==> config.mk <==
export PLATFORM = sky130hd
export DESIGN_NAME = mult_rr_scheduler_flat
export DESIGN_NICKNAME = d
export VERILOG_FILES = /design/src/rtl/mult_rr_scheduler_if.sv /design/src/rtl/mult_rr_scheduler.sv /design/src/flat_wrapper.sv
export SDC_FILE = /design/constraint.sdc
export NUM_CORES = 1
export LEC_CHECK = 0
export BUFFER_PORTS_ARGS = -buffer_cell sky130_fd_sc_hd__buf_2
export CAP_MARGIN = 20
export CORE_AREA = 8 8 227 229
export DETAILED_ROUTE_END_ITERATION = 8
export DIE_AREA = 0 0 235 237
export PLACE_DENSITY = 0.45
export SLEW_MARGIN = 20
export SYNTH_ARGS = -nofsm -noshare
export SYNTH_HDL_FRONTEND = slang
export SYNTH_SLANG_ARGS = --single-unit
==> constraint.sdc <==
create_clock -name clk_in -period 2.7 [get_ports clk_in]
set_input_delay 0.405 -clock clk_in [delete_from_list [all_inputs] [get_ports clk_in]]
set_output_delay 0.405 -clock clk_in [all_outputs]
set_load 0.02 [all_outputs]
==> src/rtl/mult_rr_scheduler_if.sv <==
// Bundles the requester handshakes, the shared-multiplier operand/product path
// and the result/status outputs of the round-robin multiplier scheduler.
interface mult_rr_scheduler_if #(
  parameter int WIDTH = 40,
  parameter int NREQ  = 4,
  parameter int IDW   = 2
);
  logic [NREQ-1:0]       req_valid_in;
  logic [NREQ*WIDTH-1:0] req_a_in;
  logic [NREQ*WIDTH-1:0] req_b_in;
  logic [NREQ-1:0]       req_ready_out;
  logic [WIDTH-1:0]      mult_a_out;
  logic [WIDTH-1:0]      mult_b_out;
  logic [2*WIDTH-1:0]    mult_pdt_in;
  logic [NREQ-1:0]       res_valid_out;
  logic [IDW-1:0]        res_id_out;
  logic [2*WIDTH-1:0]    res_pdt_out;
  logic [15:0]           issue_count_out;

  // The scheduler side.
  modport slave (
    input  req_valid_in, req_a_in, req_b_in, mult_pdt_in,
    output req_ready_out, mult_a_out, mult_b_out,
           res_valid_out, res_id_out, res_pdt_out, issue_count_out
  );

  // The clients plus the multiplier, seen from outside the scheduler.
  modport master (
    output req_valid_in, req_a_in, req_b_in, mult_pdt_in,
    input  req_ready_out, mult_a_out, mult_b_out,
           res_valid_out, res_id_out, res_pdt_out, issue_count_out
  );
endinterface

==> src/rtl/mult_rr_scheduler.sv <==
// Round-robin scheduler sharing one fixed-latency pipelined multiplier among
// NREQ requesters; a tag pipeline routes each product back to its originator.
module mult_rr_scheduler #(
  parameter int WIDTH   = 40,
  parameter int NREQ    = 4,
  parameter int LATENCY = 3,
  parameter int IDW     = 2
) (
  input  logic                 clk_in,
  input  logic                 rst_n_in,
  mult_rr_scheduler_if.slave   bus
);

  typedef struct packed {
    logic           valid;
    logic [IDW-1:0] id;
  } tag_t;

  logic [IDW-1:0]     rr_ptr_q, rr_ptr_d;
  logic [WIDTH-1:0]   mult_a_q, mult_a_d;
  logic [WIDTH-1:0]   mult_b_q, mult_b_d;
  tag_t               tag_q [LATENCY+1];
  tag_t               tag0_d;
  logic [NREQ-1:0]    res_valid_q, res_valid_d;
  logic [IDW-1:0]     res_id_q, res_id_d;
  logic [2*WIDTH-1:0] res_pdt_q, res_pdt_d;
  logic [15:0]        issue_cnt_q, issue_cnt_d;

  logic [NREQ-1:0]    grant;
  logic [IDW-1:0]     grant_id;
  logic               xfer;

  // Search upward from rr_ptr, wrapping modulo NREQ; first valid wins.
  always_comb begin
    int idx;
    // NOTE: every combinational output gets a default first so no path leaves
    // it unassigned, which would otherwise infer a latch.
    grant    = '0;
    grant_id = '0;
    xfer     = 1'b0;
    idx      = 0;
    for (int k = 0; k < NREQ; k++) begin
      idx = int'(rr_ptr_q) + k;
      if (idx >= NREQ) idx = idx - NREQ;
      if (!xfer && bus.req_valid_in[IDW'(idx)]) begin
        grant[IDW'(idx)] = 1'b1;
        grant_id         = IDW'(idx);
        xfer             = 1'b1;
      end
    end
    if (!rst_n_in) begin
      grant = '0;
      xfer  = 1'b0;
    end
  end

  always_comb begin
    rr_ptr_d    = rr_ptr_q;
    mult_a_d    = '0;
    mult_b_d    = '0;
    tag0_d      = '0;
    issue_cnt_d = issue_cnt_q;
    if (xfer) begin
      mult_a_d    = bus.req_a_in[int'(grant_id)*WIDTH +: WIDTH];
      mult_b_d    = bus.req_b_in[int'(grant_id)*WIDTH +: WIDTH];
      rr_ptr_d    = (grant_id == IDW'(NREQ-1)) ? '0 : grant_id + 1'b1;
      tag0_d      = '{valid: 1'b1, id: grant_id};
      issue_cnt_d = issue_cnt_q + 16'd1;
    end
  end

  // The last tag stage lines up with the product of the same operation.
  always_comb begin
    res_valid_d = '0;
    res_id_d    = tag_q[LATENCY].id;
    res_pdt_d   = '0;
    if (tag_q[LATENCY].valid) begin
      res_valid_d = NREQ'(1) << tag_q[LATENCY].id;
      res_pdt_d   = bus.mult_pdt_in;
    end
  end

  // NOTE: state is updated with non-blocking assignments so every register
  // samples the pre-edge values, regardless of statement order.
  always_ff @(posedge clk_in or negedge rst_n_in) begin
    if (!rst_n_in) begin
      rr_ptr_q    <= '0;
      mult_a_q    <= '0;
      mult_b_q    <= '0;
      res_valid_q <= '0;
      res_id_q    <= '0;
      res_pdt_q   <= '0;
      issue_cnt_q <= '0;
    end else begin
      rr_ptr_q    <= rr_ptr_d;
      mult_a_q    <= mult_a_d;
      mult_b_q    <= mult_b_d;
      res_valid_q <= res_valid_d;
      res_id_q    <= res_id_d;
      res_pdt_q   <= res_pdt_d;
      issue_cnt_q <= issue_cnt_d;
    end
  end

  // NOTE: the tag chain is a handful of flops, not a RAM, so it is fully reset;
  // clearing the valid bits is what discards operations in flight at reset.
  always_ff @(posedge clk_in or negedge rst_n_in) begin
    if (!rst_n_in) begin
      for (int s = 0; s <= LATENCY; s++) tag_q[s] <= '0;
    end else begin
      tag_q[0] <= tag0_d;
      for (int s = 1; s <= LATENCY; s++) tag_q[s] <= tag_q[s-1];
    end
  end

  assign bus.req_ready_out   = grant;
  assign bus.mult_a_out      = mult_a_q;
  assign bus.mult_b_out      = mult_b_q;
  assign bus.res_valid_out   = res_valid_q;
  assign bus.res_id_out      = res_id_q;
  assign bus.res_pdt_out     = res_pdt_q;
  assign bus.issue_count_out = issue_cnt_q;

endmodule

==> src/flat_wrapper.sv <==
// flat-port wrapper written by rule: the top's interface ports become plain ports
module mult_rr_scheduler_flat 
#(
  parameter int WIDTH   = 40,
  parameter int NREQ    = 4,
  parameter int LATENCY = 3,
  parameter int IDW     = 2
)
  (clk_in, rst_n_in, bus_req_valid_in, bus_req_a_in, bus_req_b_in, bus_mult_pdt_in, bus_req_ready_out, bus_mult_a_out, bus_mult_b_out, bus_res_valid_out, bus_res_id_out, bus_res_pdt_out, bus_issue_count_out);
  mult_rr_scheduler_if #(.WIDTH(WIDTH), .NREQ(NREQ), .IDW(IDW)) bus_i ();
  input  logic clk_in;
  input  logic rst_n_in;
  input wire logic [$bits(bus_i.req_valid_in)-1:0] bus_req_valid_in;
  input wire logic [$bits(bus_i.req_a_in)-1:0] bus_req_a_in;
  input wire logic [$bits(bus_i.req_b_in)-1:0] bus_req_b_in;
  input wire logic [$bits(bus_i.mult_pdt_in)-1:0] bus_mult_pdt_in;
  output wire logic [$bits(bus_i.req_ready_out)-1:0] bus_req_ready_out;
  output wire logic [$bits(bus_i.mult_a_out)-1:0] bus_mult_a_out;
  output wire logic [$bits(bus_i.mult_b_out)-1:0] bus_mult_b_out;
  output wire logic [$bits(bus_i.res_valid_out)-1:0] bus_res_valid_out;
  output wire logic [$bits(bus_i.res_id_out)-1:0] bus_res_id_out;
  output wire logic [$bits(bus_i.res_pdt_out)-1:0] bus_res_pdt_out;
  output wire logic [$bits(bus_i.issue_count_out)-1:0] bus_issue_count_out;
  assign bus_i.req_valid_in = bus_req_valid_in;
  assign bus_i.req_a_in = bus_req_a_in;
  assign bus_i.req_b_in = bus_req_b_in;
  assign bus_i.mult_pdt_in = bus_mult_pdt_in;
  assign bus_req_ready_out = bus_i.req_ready_out;
  assign bus_mult_a_out = bus_i.mult_a_out;
  assign bus_mult_b_out = bus_i.mult_b_out;
  assign bus_res_valid_out = bus_i.res_valid_out;
  assign bus_res_id_out = bus_i.res_id_out;
  assign bus_res_pdt_out = bus_i.res_pdt_out;
  assign bus_issue_count_out = bus_i.issue_count_out;
  mult_rr_scheduler #(.WIDTH(WIDTH), .NREQ(NREQ), .LATENCY(LATENCY), .IDW(IDW)) u_core (.clk_in(clk_in), .rst_n_in(rst_n_in), .bus(bus_i));
endmodule
# Word level (Yosys, flattened, before mapping)
# Index checks and enable logic that the tools add are counted.
[totals]
regBits = 196
out_inout_bits = 186
word_cells = 98
[classes]
shifts = 3
n_mux = 44
n_eq_ne = 1
add_sub_neg = 9
bitwise_logic = 3
n_lt_le_gt_ge = 12
reduce_logical = 10
multipliers = 1
[op_table]
columns = ["cell", "n"]
rows = [
  ["160-bit by 32-bit variable part select with 40-bit output", 2],
  ["40-bit 2-to-1 mux", 2],
  ["80-bit 2-to-1 mux", 1],
  ["4-bit 2-to-1 mux", 6],
  ["2-bit 2-to-1 mux", 9],
  ["1-bit 2-to-1 mux", 17],
  ["16-bit by 1-bit adder with 16-bit output (second input constant)", 1],
  ["2-bit by 4-bit < comparator with 1-bit output (second input constant)", 4],
  ["4-bit OR", 3],
  ["3-bit greater-or-equal comparator (second input constant)", 3],
  ["1-bit binary-select mux with 2-bit select", 4],
  ["1-bit demux with 2-bit select", 4],
  ["2-bit by 1-bit greater-or-equal comparator with 1-bit output (second input constant)", 4],
  ["2-bit by 1-bit subtractor with 2-bit output (second input constant)", 4],
  ["1-bit logical AND", 7],
  ["2-bit by 2-bit adder with 3-bit output (second input constant)", 2],
  ["2-bit by 3-bit multiplier with 5-bit output (second input constant)", 1],
  ["1-bit by 2-bit left shift with 4-bit output (first input constant)", 1],
  ["2-bit by 1-bit adder with 3-bit output (second input constant)", 1],
  ["2-bit by 3-bit greater-or-equal comparator with 1-bit output (second input constant)", 1],
  ["1-bit zero test", 3],
  ["3-bit 2-to-1 mux", 1],
  ["2-bit by 1-bit adder with 2-bit output (second input constant)", 1],
  ["2-bit == test (second input constant)", 1],
]

# Longest topological paths before layout
# Gate-level depths: netlist of the first run.
[depth]
ltp_word = 18
depth_mapped = 12

# Least setup slack after synthesis of the first run
# Ideal clock, no wire load.
[synth_timing]
path_type = "reg-to-reg"
startpoint = "register u_core.rr_ptr_q[1]"
endpoint = "register u_core.mult_b_q[28] (netlist: u_core.bus.mult_b_out[28])"
arrival_ns = 2.792
setup_ns = 0.138
path_slack_ns = -0.230
path_buffers = 4
stages_incl_launch_ff = 13
path_cell_list = "dfrtp_1 clkbuf_1 inv_1 ha_1 mux4_2 nor2b_2 o21ai_2 o31ai_2 buf_6 buf_12 buf_8 mux2i_1 o22ai_1"
[synth_between]
elab_chain_cells = 18
[synth_lines]
columns = ["element", "line", "source"]
rows = [
  ["start, declared", "mult_rr_scheduler.sv:19", "logic [IDW-1:0] rr_ptr_q, rr_ptr_d;"],
  ["start signal, assigned", "mult_rr_scheduler.sv:95", "rr_ptr_q <= rr_ptr_d;"],
  ["branches (longest 17 deep; another with 2-bit by 1-bit adder with 3-bit output)", "-", ""],
  ["40-bit 2-to-1 mux *", "mult_rr_scheduler.sv:63", "if (xfer) begin"],
  ["net u_core.mult_b_d[28]", "mult_rr_scheduler.sv:21", "logic [WIDTH-1:0] mult_b_q, mult_b_d;"],
  ["end signal, assigned", "mult_rr_scheduler.sv:97", "mult_b_q <= mult_b_d;"],
  ["end, declared", "mult_rr_scheduler.sv:21", ""],
]
# Mark *: on every way through the listed nets, which the timed path passes. The select of a mux whose other input is x is not followed.
# A chain may end at the register's enable or synchronous reset.

# Final worst setup path of the first run
[layout_timing]
startpoint = "register u_core.rr_ptr_q[0]"
endpoint = "output port bus_req_ready_out[1]"
[layout_between]
elab_chain_cells = 16
[layout_lines]
columns = ["element", "line", "source"]
rows = [
  ["branches (longest 14 deep; another with 2-bit by 4-bit < comparator with 1-bit output)", "-", ""],
  ["4-bit 2-to-1 mux *", "mult_rr_scheduler.sv:45", "if (!xfer && bus.req_valid_in[IDW'(idx)]) begin"],
  ["4-bit 2-to-1 mux *", "mult_rr_scheduler.sv:51", "if (!rst_n_in) begin"],
  ["end, declared", "flat_wrapper.sv:17", "output wire logic [$bits(bus_i.req_ready_out)-1:0] bus_req_ready_out;"],
]
# Mark *: on every way between the ends. The select of a mux whose other input is x is not followed.

==> metrics.csv, run 1 <==
stage,metric,value,unit
power,power.density,1170,nW/µm²
routing,routed-wl-met3,2510,µm
routing,detail-route-antenna-nets,0,
clocking,cts.clk_slew.worst_paths,0.08,ns
routing,wl_met2,19100,µm
clocking,htreeDepth,4,
power,peakVddDrop,543,µV
critical_path,path_class,reg2out,
floorplanning,dieArea,55700,µm²
routing,vias,7830,
floorplanning,die_x,235,µm
timing,clock_skew,0.0104,ns
layout,multi_input_area,3660,µm²
timing,rsz0062_at_grt,yes,
worst_hold_path,hp-class,in2reg,
power,swShare,39.1,%
timing,min_period,2.93,ns
synthesis,netlist_instances,685,
power,total_power,0.0163,W
placement,io_buffers,591,
critical_path,r2r_end,u_core.bus.mult_b_out[38]$_DFF_PN0_,
layout,nFillCells,5004,
synthesis,syn_nets,1100,
power,p_leak,7.38,nW
timing,finalWorstSetupSlack,-0.229,ns
synthesis,synth-edff-count,0,
clocking,cts_sinks,196,
layout,ff_latch_area,4910,µm²
global_routing,grt_pass1_vias,8599,
power,switchingPower,0.00638,W
floorplanning,rows,81,
placement,gp_congestion,0.834,
floorplanning,io_pins,592,
power,p_int,0.00996,W
clocking,insertion_delay,0.48,ns
global_routing,grt_first_pass_wirelength,54100,µm
layout,layout-drive-gt1-share,55.4,%
routing,wl_per_cell,19.5,µm
placement,dp_hpwl,29400,µm
synthesis,synth.distinct_cells,48,
critical_path,required,2.30,ns
routing,viasPerCell,4.01,
clocking,cts_buffer_depth,2,
timing,whs,0.126,ns
global_routing,grt_max_degree,119,
routing,drt-initial-drc-count,290,
synthesis,yosysWarningCount,0,
synthesis,async_flop_share,100,%
timing,setup_viol,58,
timing,final-max-slew-violation-count,0,
critical_path,path_max_fanout,5,
power,seqPwrFrac,23.7,%
clocking,cts_root_buf,clkbuf_16,
routing,wirelength,38100,µm
timing,relSlewSlack,41.2,%
synthesis,yosysTopAreaCell,dfrtp_1,
floorplanning,floorplan.initialDensity,18.4,%
critical_path,r2r_cells,13,
routing,drt-met1-wl,15600,µm
power,pwr-share-comb,59.8,%
global_routing,grt.overflow.total,0,
synthesis,synth_area,8840,µm²
synthesis,netlist.area_leader.share,55.5,%
critical_path,crit_end,bus_req_ready_out[1],
layout,utilization,29.1,%
synthesis,ys_top_cells_by_area,"dfrtp_1 55%, mux2i_1 18%, and2_1 5.8%, o22ai_1 5.7%, buf_12 2.0%",
layout,areaGrowthSynthToFinish,58.5,%
timing,hold_viol,0,
synthesis,ys_ff_latch,196,
clocking,cts_made_buffers,17,
routing,maxUsedRoutingLayer,met5,
synthesis,seq_area_frac_synth,55.5,%
global_routing,antenna_found_initial,4,
critical_path,critPathLaunchType,register,
routing,dr.pass1.iters,4,
layout,nets,1730,
synthesis,synth_flop_cell,dfrtp_1,
synthesis,syn_area_per_cell,12.9,µm²
floorplanning,die_h,237,µm
critical_path,worstPathArrival,2.52,ns
run_status,violations,setup timing,
critical_path,rr_startpoint,u_core.rr_ptr_q[0]$_DFFE_PN0P_,
flow_run,drv_cap,0,
power,clockPowerShare,16.5,%
critical_path,worstSetupEndpointType,primary output,
timing,timing.fmax,341,MHz
floorplanning,core,48100,µm²
routing,drc,0,
critical_path,r2r_slack,-0.13,ns
timing,finalCritPeriodShare,108,%
run_status,status,"complete, but fails checks",
global_routing,grtUsageTotal,12.7,%
timing,worst_slew_pin_slew,0.882,ns
clocking,cts_tree,built,
critical_path,startpoint,u_core.rr_ptr_q[0]$_DFFE_PN0P_,
==> worst min-delay path by stage <==
stage	cells after the start	from	to
floorplan	0	rst_n_in	u_core.bus.issue_count_out[0]$_DFFE_PN0P_
global placement	1	rst_n_in	u_core.bus.issue_count_out[5]$_DFFE_PN0P_
detailed placement	1	rst_n_in	u_core.bus.issue_count_out[5]$_DFFE_PN0P_
CTS	2	bus_mult_pdt_in[17]	u_core.bus.res_pdt_out[17]$_DFF_PN0_
global route	2	bus_mult_pdt_in[23]	u_core.bus.res_pdt_out[23]$_DFF_PN0_
finish	2	bus_mult_pdt_in[17]	u_core.bus.res_pdt_out[17]$_DFF_PN0_
==> state kept, by name, summed over array words and instances, names as in the netlist <==
name                        cells
u_core.res_id_d                 2
u_core.bus.res_valid_out        4
u_core.bus.mult_b_out          40
u_core.bus.res_pdt_out         80
u_core.bus.mult_a_out          40
u_core.bus.res_id_out           2
u_core.bus.issue_count_out     16
u_core.tag_q                   10
u_core.rr_ptr_q                 2
==> cells in the mapped netlist, drive strengths merged (3+ instances only) <==
cell    instances
clkbuf         23
mux2i         163
o22ai          80
nor2b           4
o21ai           6
and2           82
nand4           5
and3            3
inv             8
xnor2          16
bufbuf          4
nor2           15
ha              9
buf            22
mux4            3
nand2          13
dfrtp         196
nand3           7
==> through the flow <==
| stage | setup WS [ns] | setup TNS, ns | std cells | instance area (µm²) |
|---|---|---|---|---|
| finish | -0.229 | -4.91 | 1952 | 14000 |
| global route | -0.345 | -11.83 | 1951 | 14000 |
| CTS | -0.274 | -1.33 | 1924 | 13400 |
| detailed placement | 0.00923 | 0 | 1887 | 12600 |
| global placement | 0.0358 | 0 | 1887 | 12600 |
| floorplan | 0.00664 | 0 | 685 | 8870 |
==> critical path, stage by stage (launching register included) <==
cell and delay (ns):
dfrtp_2 0.39, inv_4 0.04, ha_4 0.27, mux4_2 0.55, buf_6 0.16, nor2_4 0.08
a32oi_1 0.09, o21ai_1 0.15, and2_4 0.19, buf_6 0.11
==> routing by layer <==
layer  GRT usage [%]  up-vias
met5               0        -
met1            14.5     3721
met4            5.21        6
met3            4.39       46
li1                -     3717
met2            21.7      340
==> placed cells by master (no fill, tap or decap), drive strengths merged, types with 2 or more instances in the layout <==
| cell | synthesis | routed |
|---|---|---|
| ha | 9 | 9 |
| a221oi | 2 | 2 |
| clkinv | 0 | 5 |
| buf | 22 | 646 |
| dfrtp | 196 | 196 |
| nand2 | 13 | 13 |
| inv | 8 | 15 |
| xnor2 | 16 | 16 |
| nand2b | 2 | 2 |
| a311oi | 2 | 2 |
| a22oi | 2 | 2 |
| and3 | 3 | 3 |
| nand3 | 7 | 7 |
| diode | 0 | 2 |
| and2 | 82 | 82 |
| nor2 | 15 | 15 |
| nor2b | 4 | 4 |
| o31ai | 2 | 2 |
| mux4 | 3 | 3 |
| o21ai | 6 | 6 |
| nand4 | 5 | 5 |
| or4 | 2 | 2 |
| o22ai | 80 | 80 |
| mux2i | 163 | 163 |
| clkbuf | 23 | 31 |
| a32oi | 2 | 2 |
==> cell families after synthesis <==
logic type / synth area share (%)
multiplexers: 19.4
AND/OR/NAND/NOR: 9.16
buffers and inverters: 5.54
AO/OA/AOI/OAI: 7.46
adder cells (fa/ha/maj): 1.27
XOR/XNOR: 1.68
flip-flops: 55.5
==> area by class of cell <==
cell class	instances	share of cell area, %
timing repair buffer	660	28.6
multi-input combinational	432	26.1
antenna	2	0.0357
tap	622	5.55
clock buffer	18	3.13
inverter	8	0.232
sequential	196	35.0
clock inverter	14	1.29
==> power groups by stage <==
stage               sequential, W  clock (W)  combinational (W)
CTS                       0.00389    0.00286            0.00790
global placement          0.00394          0            0.00745
finish                    0.00388    0.00270            0.00976
floorplan                 0.00461          0            0.00488
global route              0.00395    0.00292             0.0103
detailed placement        0.00393          0            0.00753
==> what timing repair did <==
item	CTS	global route
endpoints found under the hold margin	18	0
setup endpoints to repair	5	74
hold buffers	1	0
setup buffers	4	12
pin swaps	11	30
resized for setup	35	35
gates cloned	0	14
Note: power is estimated with default switching activity, not from simulation.
==> inputs of run 2 (changes only) <==
--- a/config.mk
+++ b/config.mk
@@ -11,6 +11,8 @@
 export DETAILED_ROUTE_END_ITERATION = 8
 export DIE_AREA = 0 0 235 237
 export PLACE_DENSITY = 0.45
+export RECOVER_POWER = 25
+export SKIP_CTS_REPAIR_TIMING = 1
 export SLEW_MARGIN = 20
 export SYNTH_ARGS = -nofsm -noshare
 export SYNTH_HDL_FRONTEND = slang
==> run 2 against run 1 <==
The run still ends with setup timing left. Largest cell class unchanged. Final cell count is 0.41% lower. Combinational power is 8.2% lower. Critical path type unchanged. Critical endpoint is now bus_req_ready_out[0]. Final area shrank 1.7%. Setup slack worse by 0.038 ns. Register-to-register slack gained 0.10 ns. Clock skew about the same. Hold slack about the same. Die area did not move. Sequential share of layout area grew 0.60 points. Utilization is 0.50 points lower.
==> metrics.csv, run 2 (synthesized netlist as in run 1, its figures left out) <==
stage,metric,value,unit
routing,routed-wl-met3,2540,µm
clocking,cts_made_buffers,17,
critical_path,worstSetupEndpointType,primary output,
critical_path,r2r_slack,-0.03,ns
power,power.density,1130,nW/µm²
floorplanning,core,48100,µm²
layout,multi_input_area,3610,µm²
global_routing,grt.overflow.total,0,
timing,min_period,2.97,ns
critical_path,r2r_cells,11,
timing,tns,-0.852,ns
floorplanning,io_pins,592,
worst_hold_path,holdPathStages,2,
timing,worst_slew_pin_slew,1.24,ns
clocking,cts_root_buf,clkbuf_16,
floorplanning,die_h,237,µm
worst_hold_path,worstHoldStart,bus_mult_pdt_in[17],
layout,areaGrowthSynthToFinish,55.8,%
run_status,status,"complete, but fails checks",
routing,drt-met1-wl,15300,µm
power,p_leak,7.27,nW
clocking,cts_tree,built,
routing,wl_met2,18800,µm
critical_path,required,2.30,ns
timing,finalWorstSetupSlack,-0.267,ns
routing,wl_per_cell,19.3,µm
timing,relSlewSlack,17.6,%
timing,final-max-slew-violation-count,0,
floorplanning,floorplan.initialDensity,18.4,%
clocking,cts_sinks,196,
global_routing,grt_pass1_vias,8528,
worst_hold_path,hp-class,in2reg,
placement,postPlaceCellArea,12600,µm²
floorplanning,rows,81,
timing,hold_viol,0,
global_routing,grtUsageTotal,12.7,%
routing,drc,0,
timing,setup_viol,9,
routing,maxUsedRoutingLayer,met5,
layout,layout.cells.most_common_list,"586 x buf_2, 195 x dfrtp_1, 148 x mux2i_1",
flow_run,drv_cap,0,
placement,dp_hpwl,29400,µm
routing,detail-route-antenna-nets,0,
critical_path,r2r_end,u_core.bus.mult_b_out[19]$_DFF_PN0_,
routing,vias,7752,
timing,rsz0062_at_grt,yes,
layout,largest_reg_flops,80,
floorplanning,dieArea,55700,µm²
layout,final_common_cell,buf_2,
timing,timing.fmax,337,MHz
critical_path,rr_startpoint,u_core.rr_ptr_q[0]$_DFFE_PN0P_,
clocking,cts.clk_slew.worst_paths,0.08,ns
layout,nFillCells,5030,
timing,whs,0.126,ns
timing,clock_skew,0.0108,ns
routing,viasPerCell,3.99,
critical_path,path_class,reg2out,
global_routing,grt_max_degree,119,
layout,utilization,28.6,%
critical_path,worstPathArrival,2.56,ns
power,total_power,0.0155,W
critical_path,critPathLaunchType,register,
timing,finalCritPeriodShare,110,%
routing,drt-initial-drc-count,286,
placement,io_buffers,591,
routing,wirelength,37500,µm
placement,gp_congestion,0.834,
floorplanning,die_x,235,µm
critical_path,path_max_fanout,7,
layout,nets,1722,
power,peakVddDrop,548,µV
clocking,insertion_delay,0.48,ns
layout,layout-drive-gt1-share,54.5,%
clocking,htreeDepth,4,
clocking,cts_buffer_depth,2,
global_routing,antenna_found_initial,4,
global_routing,grt_first_pass_wirelength,53800,µm
routing,dr.pass1.iters,6,
worst_hold_path,min_to,u_core.bus.res_pdt_out[17]$_DFF_PN0_,
layout,final_area,13800,µm²
run_status,violations,setup timing,
layout,ff_latch_area,4910,µm²
[run 2: changes by cell type in the layout (fill, tap and decap cells not counted), moves of 3 or more]
cell	change
mux2i_4	-3
clkbuf_16	-3
and2_0	+22
buf_4	-3
mux2i_1	+5
buf_12	-5
and2_1	-22
[run 2: area by class of cell]
cell class,instances,area share [%]
sequential,196,35.6
timing repair buffer,652,27.7
multi-input combinational,432,26.2
tap,622,5.65
clock buffer,18,3.19
clock inverter,14,1.31
inverter,8,0.236
antenna,2,0.0363
[run 2: metal layers]
layer,vias to the layer above,global-route usage (%)
met5,-,0
met4,6,5.21
met3,46,4.39
met2,351,21.5
met1,3656,14.5
li1,3693,-
[run 2: metrics by stage]
step / std cells / worst slack (ns)
after floorplan: 685 / 0.00664
after global placement: 1887 / 0.0358
after detailed placement: 1887 / 0.00923
after CTS: 1919 / -0.501
after global routing: 1943 / -0.387
final: 1944 / -0.267
[run 2: how the worst max path moves through the flow]
stage / endpoint / slack, ns / cells past startpoint / startpoint
global route: bus_req_ready_out[1] / -0.39 / 9 / u_core.rr_ptr_q[1]$_DFFE_PN0P_
detailed placement: u_core.bus.mult_b_out[36]$_DFF_PN0_ / 0.009 / 9 / u_core.rr_ptr_q[0]$_DFFE_PN0P_
finish: bus_req_ready_out[0] / -0.27 / 8 / u_core.rr_ptr_q[0]$_DFFE_PN0P_
global placement: u_core.bus.mult_b_out[36]$_DFF_PN0_ / 0.04 / 9 / u_core.rr_ptr_q[0]$_DFFE_PN0P_
floorplan: u_core.bus.mult_b_out[28]$_DFF_PN0_ / 0.007 / 12 / u_core.rr_ptr_q[0]$_DFFE_PN0P_
CTS: bus_req_ready_out[1] / -0.50 / 9 / u_core.rr_ptr_q[0]$_DFFE_PN0P_
[run 2: worst max-delay path, cell delays in order, from the launching register on]
cell and delay (ns):
dfrtp_2 0.40, inv_4 0.04, ha_4 0.29, mux4_2 0.56, buf_6 0.17, a22oi_1 0.19, o21ai_1 0.10, and2_1 0.18
buf_4 0.15
[run 2: report_power, final]
part	leakage (nW)	internal, W	total, W	switching, W
registers	2.53	0.00359	0.00388	0.000293
logic	4.44	0.00445	0.00896	0.00451
clock network	0.299	0.00136	0.00270	0.00134
total	7.27	0.00940	0.0155	0.00615
==> inputs of run 3 (changes only) <==
--- a/config.mk
+++ b/config.mk
@@ -5,12 +5,12 @@
 export SDC_FILE = /design/constraint.sdc
 export NUM_CORES = 1
 export LEC_CHECK = 0
-export BUFFER_PORTS_ARGS = -buffer_cell sky130_fd_sc_hd__buf_2
 export CAP_MARGIN = 20
-export CORE_AREA = 8 8 227 229
+export CORE_AREA = 8 8 223 225
 export DETAILED_ROUTE_END_ITERATION = 8
-export DIE_AREA = 0 0 235 237
-export PLACE_DENSITY = 0.45
+export DIE_AREA = 0 0 231 233
+export DONT_BUFFER_PORTS = 1
+export PLACE_DENSITY = 0.35
 export RECOVER_POWER = 25
 export SKIP_CTS_REPAIR_TIMING = 1
 export SLEW_MARGIN = 20
==> run 3 against run 2 <==
Flip-flop and latch count did not move. Total power fell by 1.2%. Final cell count fell by 31%. Clock skew rose by 0.0081 ns. The run ends with hold timing, setup timing left. Final area fell by 21%. Fmax rose by 1.4%.
==> metrics.csv, run 3 (synthesized netlist as in run 1, its figures left out) <==
stage,metric,value,unit
global_routing,grt_max_degree,202,
layout,largest_reg_flops,80,
floorplanning,rows,79,
routing,dr.pass1.iters,4,
worst_hold_path,hp-class,in2async,
power,power.density,1410,nW/µm²
routing,drt-initial-drc-count,268,
layout,layout.cells.most_common_list,"194 x dfrtp_1, 150 x mux2i_1, 80 x and2_1",
routing,wl_per_cell,27.5,µm
routing,viasPerCell,4.28,
placement,pre_cts_ws,-0.0405,ns
critical_path,required,2.30,ns
flow_run,drv_cap,0,
floorplanning,floorplan.initialDensity,19.2,%
layout,fin_cells,1347,
placement,gp_congestion,0.756,
floorplanning,die_h,233,µm
global_routing,grt_first_pass_wirelength,47300,µm
placement,postPlaceCellArea,9600,µm²
global_routing,grt.overflow.total,0,
global_routing,grtUsageTotal,12.3,%
layout,nets,1139,
timing,clock_skew,0.0189,ns
run_status,status,"complete, but fails checks",
placement,io_buffers,0,
layout,final_common_cell,dfrtp_1,
floorplanning,dieArea,53800,µm²
clocking,cts.clk_slew.worst_paths,0.09,ns
timing,whs,-0.403,ns
timing,setup_viol,15,
routing,wirelength,37100,µm
clocking,htreeDepth,4,
routing,vias,5767,
placement,dp_hpwl,27600,µm
power,p_leak,4.85,nW
critical_path,worstPathArrival,2.52,ns
layout,areaGrowthSynthToFinish,23.0,%
clocking,cts_made_buffers,17,
timing,rsz0062_at_grt,yes,
clocking,cts_tree,built,
timing,min_period,2.92,ns
power,peakVddDrop,631,µV
run_status,violations,"hold timing, setup timing",
clocking,cts_root_buf,clkbuf_16,
timing,worst_slew_pin_slew,0.677,ns
timing,hold_viol,196,
clocking,insertion_delay,0.49,ns
critical_path,worstSetupEndpointType,primary output,
floorplanning,io_pins,592,
floorplanning,core,46100,µm²
critical_path,path_class,reg2out,
placement,placed_cells,1278,
timing,tns,-0.883,ns
critical_path,critPathLaunchType,register,
clocking,cts_sinks,196,
clocking,cts_buffer_depth,2,
routing,detail-route-antenna-nets,0,
global_routing,grt_pass1_vias,6127,
timing,timing.fmax,342,MHz
routing,drc,0,
critical_path,path_max_fanout,5,
timing,relSlewSlack,54.9,%
timing,finalCritPeriodShare,108,%
layout,final_area,10900,µm²
timing,final-max-slew-violation-count,0,
global_routing,antenna_found_initial,4,
timing,finalWorstSetupSlack,-0.225,ns
layout,layout-drive-gt1-share,18.7,%
floorplanning,die_x,231,µm
run 3: changes by cell type in the layout (fill, tap and decap cells not counted), moves of 5 or more:
| cell | change |
|---|---|
| buf_2 | -586 |
| buf_12 | +5 |
| and2_0 | -22 |
| and2_1 | +21 |
run 3: final timing paths:
kind                                           startpoint  slack (ns)                                   end  cells after the start
max reg2reg                u_core.rr_ptr_q[0]$_DFFE_PN0P_       -0.01   u_core.bus.mult_b_out[24]$_DFF_PN0_                     12
min in group clk_in                   bus_mult_pdt_in[29]        0.04  u_core.bus.res_pdt_out[29]$_DFF_PN0_                      1
max                        u_core.rr_ptr_q[0]$_DFFE_PN0P_       -0.22                  bus_req_ready_out[0]                      9
min                                              rst_n_in       -0.40  u_core.bus.res_pdt_out[23]$_DFF_PN0_                      0
max in group asynchronous                        rst_n_in        2.64             u_core.tag_q[2]$_DFF_PN0_                      0
min reg2reg                     u_core.tag_q[3]$_DFF_PN0_        0.35          u_core.res_id_d[0]$_DFF_PN0_                      0
run 3: through the flow:
step                utilization [%]  power [W]
finish                         23.6     0.0154
global route                   23.6     0.0162
CTS                            22.1     0.0134
detailed placement             20.8     0.0107
global placement               20.8     0.0107
floorplan                         -    0.00950
run 3: per-layer routing:
layer / vias up / global-route usage, % / routed length, µm
li1: 2533 / - / -
met1: 2922 / 13.2 / 14000
met2: 281 / 20.9 / 19200
met3: 29 / 5.68 / 3270
met4: 2 / 4.81 / 650
met5: - / 0 / 19
run 3: critical path, stage by stage (launching register included):
cell and delay, ns:
dfrtp_2 0.43, inv_4 0.05, ha_4 0.26, mux4_2 0.56
nor2b_4 0.16, buf_6 0.11, a22oi_2 0.04, o21ai_1 0.13
and2_4 0.16, buf_6 0.11
run 3: power breakdown:
group	internal (W)	total [W]	switching, W
Sequential	0.00359	0.00478	0.00119
Clock	0.00126	0.00265	0.00139
Combinational	0.00428	0.00793	0.00364
Total	0.00913	0.0154	0.00623
run 3: cell type report:
class	instances	area, µm²
clock inverters	15	174
clock buffers	17	425
multi-input cells	432	3600
diodes	3	7.51
well taps	607	759
inverters	8	32.5
repair buffers	69	962
flip-flops and latches	196	4910
fillers	4893	35200
